===== src/rtl/clk_en_bank.sv =====
// Bank of independent programmable clock-enable dividers. Each channel emits a one-cycle
// ce pulse per period and a divided clock with programmable high time.

module clk_en_ch #(
  parameter int CW = 10
) (
  input  logic          clk,
  input  logic          rst,
  input  logic          en_i,
  input  logic          sync_i,
  input  logic          load_i,
  input  logic [CW-1:0] div_i,
  input  logic [CW-1:0] high_i,
  output logic          ce_o,
  output logic          clk_o,
  output logic          pend_o
);
  typedef struct packed {
    logic [CW-1:0] per;
    logic [CW-1:0] hi;
  } cfg_t;

  cfg_t          act_q, act_d, pnd_q, pnd_d, new_cfg;
  logic [CW-1:0] cnt_q, cnt_d;
  logic          pend_q, pend_d, ce_q, ce_d, clk_q, clk_d;
  logic          term, xfer;

  // Config only moves pending->active at a period boundary, on sync, or while idle,
  // so the active period/duty never changes partway through a running period.
  always_comb begin
    new_cfg = '{per: div_i, hi: high_i};
    term    = en_i && (cnt_q == act_q.per);
    xfer    = term || sync_i || !en_i;
    cnt_d   = (!en_i || sync_i || term) ? '0 : cnt_q + 1'b1;
    ce_d    = term && !sync_i;
    clk_d   = en_i && (cnt_q < act_q.hi);
    act_d   = act_q;
    pnd_d   = pnd_q;
    pend_d  = pend_q;
    if (load_i) begin
      pnd_d = new_cfg;
      if (xfer) begin
        act_d  = new_cfg;
        pend_d = 1'b0;
      end else begin
        pend_d = 1'b1;
      end
    end else if (xfer && pend_q) begin
      act_d  = pnd_q;
      pend_d = 1'b0;
    end
  end

  always_ff @(posedge clk) begin
    if (rst) begin
      act_q  <= '0;
      pnd_q  <= '0;
      cnt_q  <= '0;
      pend_q <= 1'b0;
      ce_q   <= 1'b0;
      clk_q  <= 1'b0;
    end else begin
      act_q  <= act_d;
      pnd_q  <= pnd_d;
      cnt_q  <= cnt_d;
      pend_q <= pend_d;
      ce_q   <= ce_d;
      clk_q  <= clk_d;
    end
  end

  assign ce_o   = ce_q;
  assign clk_o  = clk_q;
  assign pend_o = pend_q;
endmodule

module clk_en_bank #(
  parameter int NCH = 4,
  parameter int CW  = 10
) (
  input  logic              clk,
  input  logic              rst,
  input  logic [NCH-1:0]    en,
  input  logic [NCH*CW-1:0] div_i,
  input  logic [NCH*CW-1:0] high_i,
  input  logic [NCH-1:0]    load,
  input  logic              sync,
  output logic [NCH-1:0]    ce_o,
  output logic [NCH-1:0]    clk_o,
  output logic [NCH-1:0]    pend_o
);
  logic [NCH-1:0][CW-1:0] div_v, high_v;

  assign div_v  = div_i;
  assign high_v = high_i;

  // sync is the only signal shared between channels.
  for (genvar g = 0; g < NCH; g++) begin : g_ch
    clk_en_ch #(.CW(CW)) u_ch (
      .clk   (clk),
      .rst   (rst),
      .en_i  (en[g]),
      .sync_i(sync),
      .load_i(load[g]),
      .div_i (div_v[g]),
      .high_i(high_v[g]),
      .ce_o  (ce_o[g]),
      .clk_o (clk_o[g]),
      .pend_o(pend_o[g])
    );
  end
endmodule


===== config.mk =====
export PLATFORM = sky130hd
export DESIGN_NAME = clk_en_bank
export DESIGN_NICKNAME = d
export VERILOG_FILES = /design/src/rtl/clk_en_bank.sv
export SDC_FILE = /design/constraint.sdc
export NUM_CORES = 1
export LEC_CHECK = 0
export ABC_CLOCK_PERIOD_IN_PS = 2100
export BUFFER_PORTS_ARGS = -buffer_cell sky130_fd_sc_hd__buf_2
export CAP_MARGIN = 5
export CORE_UTILIZATION = 45
export DETAILED_ROUTE_END_ITERATION = 10
export PLACE_DENSITY = 0.73
export SYNTH_ARGS = -nofsm -noshare
export SYNTH_HDL_FRONTEND = slang
export SYNTH_HIERARCHICAL = 1
export SYNTH_SLANG_ARGS = --single-unit

===== constraint.sdc =====
create_clock -name clk -period 2.1 [get_ports clk]
set_input_delay 0.315 -clock clk [delete_from_list [all_inputs] [get_ports clk]]
set_output_delay 0.315 -clock clk [all_outputs]
set_load 0.005 [all_outputs]

==> summary.txt <==
Status
  – Status: finished clean

Floorplanning
  – # IOs: 103
  – Initial Util: 46.3%
  – Die H: 144 um
  – FP Rows: 51
  – Core Box Area: 19,600 um2
  – Die W: 144 um
  – Die ar.: 20,700 um2

Route
  – Drt first pass iters: 4
  – Antenna-violating nets left: 0
  – Drt wl/cell: 13.2 um
  – Vias/cell: 4.91
  – Post-route DRC: 0
  – Vias: 6,493
  – DRT iter0 DRCs: 231
  – Final WL: 17,400 um

Synth
  – Mapped Nets: 1,051
  – Fraction of synthesized area in multiplexers: 8.83%
  – Post-Synth XOR/XNOR Area: 6.95%
  – Largest family of logic cells by synthesized area: simple AND/OR/NAND/NOR gates
  – Sequential area share after synthesis: 46.8%
  – Post-Syn Area: 9070 um2
  – Post-Synth Adder-Cell Area: 5.52%
  – YS warnings: 6
  – Post-synthesis area per instance: 9.86 um2
  – Synth Register Bits: 212
  – Mapped Cells: 920
  – Synth cell types: 32
  – Synth Area in Compound Gates: 11.4%
  – Synth Area in Simple Gates: 15.7%

Clock tree
  – CTS max path bufs: 3
  – Sink Count: 212
  – CTS Buf Count: 23
  – Hold buffers post-CTS: 0
  – Setup Fix Bufs, Post-CTS: 0
  – Clock slew at reported path FFs: 60 ps
  – TritonCTS clock tree: done
  – Clk_lat worst skew: 490 ps
  – H-tree Lvls: 1
  – CTS root buf: clkbuf_16

GRT
  – Antenna violations before repair: 0
  – Global-route wire length before repair: 29,100 um
  – Tot GR Track Use: 17.1%
  – Number of global-route vias before repair: 6,362
  – GR Overflow Total: 0
  – Largest net degree at the start of global routing: 49

Critical path
  – CP Capture Type: flop
  – Arrival time worst endpoint: 2270 ps
  – Crit path launch type: flop
  – Reg2reg end: g_ch[1].u_ch/act_q[4]
  – CP Max Fanout: 13
  – Critical path class: flop to flop
  – Required time of the critical path: 2490 ps
  – FF-to-FF Start: g_ch[1].u_ch/cnt_q[9]
  – R2R setup slack: 220 ps
  – Register-to-Register Path Depth: 6

Power and ir drop
  – P per Cell Area: 899 nW/um2
  – Leakage: 5.38 nW
  – Max VDD drop: 0.000590 V

Timing
  – Tmin final: 1880 ps
  – Final setup skew: 7.57 ps
  – Slew headroom: 64.4%
  – Setup-failing EPs final: 0
  – Worst slew pin tran: 531 ps
  – Final Hold Vio Count: 0
  – Fmax: 531 MHz
  – Final max-slew violation count: 0
  – Unrepaired setup endpoints after global routing: no
  – Period utilization: 89.6%
  – Setup ws final: 218 ps

Min path
  – Worst min path class: primary input to flop
  – Worst Min Path Start: load[1]
  – Worst Hold Depth: 3
  – WHS Endpoint: g_ch[1].u_ch/pend_o

Finish
  – Synth-to-Final Area Change: 19.3%
  – Fin util: 55.2%
  – Fin nets: 1,172
  – Antenna cell count: 0
  – Layout cells sized above 1: 19.7%
  – Fin cells: 1,322

Placement
  – Placed instance count: 1,281
  – I/O Buffers: 102
  – GPL Wtd Cong: 0.817
  – Post-Place Worst Slack: -45.4 ps
  – Dpl hpwl: 12,700 um

Job
  – Total of max-cap violations: 0
[cells in the final DEF, fill, tap and decap left out, types with 5 or more instances in the layout]
cell         n
a2bb2o_4    12
nand2_1      8
ha_1        40
clkbuf_16   23
a21oi_1      8
clkbuf_8     5
nand3_1     28
or4_1        8
dfxtp_1    212
nor3_1      68
and3_1      12
a21o_1      76
nor4_2       8
inv_1       56
nor2_1     140
clkbuf_1     5
buf_4       38
mux2i_1     80
xor2_1      68
buf_2      101
[critical path, stage by stage, from the launching register on]
cell	delay, ps
dfxtp_1	340
xor2_1	160
nor4_2	420
a41oi_2	190
nor2b_2	260
buf_4	230
a21o_1	180
[kinds of logic after synthesis]
family,count (synthesis)
AO/OA/AOI/OAI,120
XOR/XNOR,72
flip-flops,212
AND/OR/NAND/NOR,296
multiplexers,80
adder cells (fa/ha/maj),40
buffers and inverters,100
[flip-flops by register name, summed over array words and instances (netlist names)]
signal	cells
g_ch.u_ch/ce_o	4
g_ch.u_ch/act_q	80
g_ch.u_ch/pend_o	4
g_ch.u_ch/clk_o	4
g_ch.u_ch/pnd_q	80
g_ch.u_ch/cnt_q	40
[synth_stat cells]
cell type | number | area (um2)
nand3b_1 | 4 | 30.0
nand2_1 | 8 | 30.0
o21ai_0 | 4 | 20.0
nand3_1 | 28 | 140
dfxtp_1 | 212 | 4240
mux2i_1 | 80 | 801
xnor2_1 | 4 | 35.0
nand2b_1 | 4 | 25.0
a41oi_1 | 4 | 35.0
nor2_1 | 140 | 526
o2111ai_1 | 4 | 35.0
o21a_1 | 4 | 30.0
or4_1 | 8 | 60.1
and3_1 | 12 | 75.1
nor4_2 | 8 | 100
clkbuf_1 | 16 | 60.1
xor2_1 | 68 | 596
buf_1 | 4 | 15.0
o211ai_1 | 4 | 30.0
a21o_1 | 76 | 571
a2111oi_0 | 4 | 35.0
inv_1 | 56 | 210
nor2b_1 | 4 | 25.0
a21oi_1 | 8 | 40.0
ha_1 | 40 | 500
nor3_1 | 68 | 340
and2_1 | 4 | 25.0
buf_2 | 20 | 100
a2bb2o_4 | 12 | 240
or3_1 | 4 | 25.0
or2_2 | 4 | 25.0
buf_6 | 4 | 45.0
[where the power goes]
part / switching (mW) / leakage (nW) / internal (mW)
combinational: 0.639 / 3.27 / 0.559
sequential: 0.126 / 1.74 / 4.28
clock: 1.56 / 0.376 / 2.56
[final cells by class]
class | count | area (um2)
Tap cell | 265 | 332
Sequential cell | 212 | 4240
Clock inverter | 8 | 123
Fill cell | 1744 | 8770
Inverter | 56 | 210
Clock buffer | 33 | 663
Timing Repair Buffer | 140 | 811
Multi-Input combinational cell | 608 | 4430
[per-layer routing]
| layer | GRT usage (%) | vias up | wire (um) |
|---|---|---|---|
| met2 | 29.4 | 90 | 8150 |
| met4 | 6.27 | 0 | 540 |
| met3 | 3.03 | 30 | 533 |
| met5 | 0 | - | 0 |
| li1 | - | 3384 | - |
| met1 | 21.3 | 2989 | 8180 |
[stage by stage]
step / setup TNS (ps) / hold slack (ps) / cell area, um2 / total power [mW]
2_1_floorplan: 0 / 426 / 9070 / 5.34
3_3_place_gp: 0 / 437 / 10000 / 5.66
3_5_place_dp: -363 / 440 / 10000 / 5.69
4_1_cts: 0 / 44.3 / 10800 / 9.83
5_1_grt: 0 / 65.5 / 10800 / 10.2
6_report: 0 / 65.7 / 10800 / 9.72
[how the worst max path moves through the flow]
stage,slack [ps],cells past startpoint,to,start
final,220,6,g_ch[1].u_ch/act_q[4],g_ch[1].u_ch/cnt_q[9]
after floorplan,560,6,g_ch[0].u_ch/act_q[0],g_ch[0].u_ch/cnt_q[1]
after detailed placement,-50,6,g_ch[3].u_ch/act_q[10],load[3]
after global routing,40,6,g_ch[3].u_ch/act_q[18],g_ch[3].u_ch/cnt_q[6]
after global placement,7,6,g_ch[3].u_ch/act_q[8],load[3]
after CTS,20,6,g_ch[1].u_ch/act_q[4],g_ch[1].u_ch/cnt_q[6]
[what timing repair did]
item	in CTS	in global routing
pin swaps	0	0
resized for setup	1	3
setup endpoints to repair	10	26
Note: power is estimated with default switching activity, not from simulation.
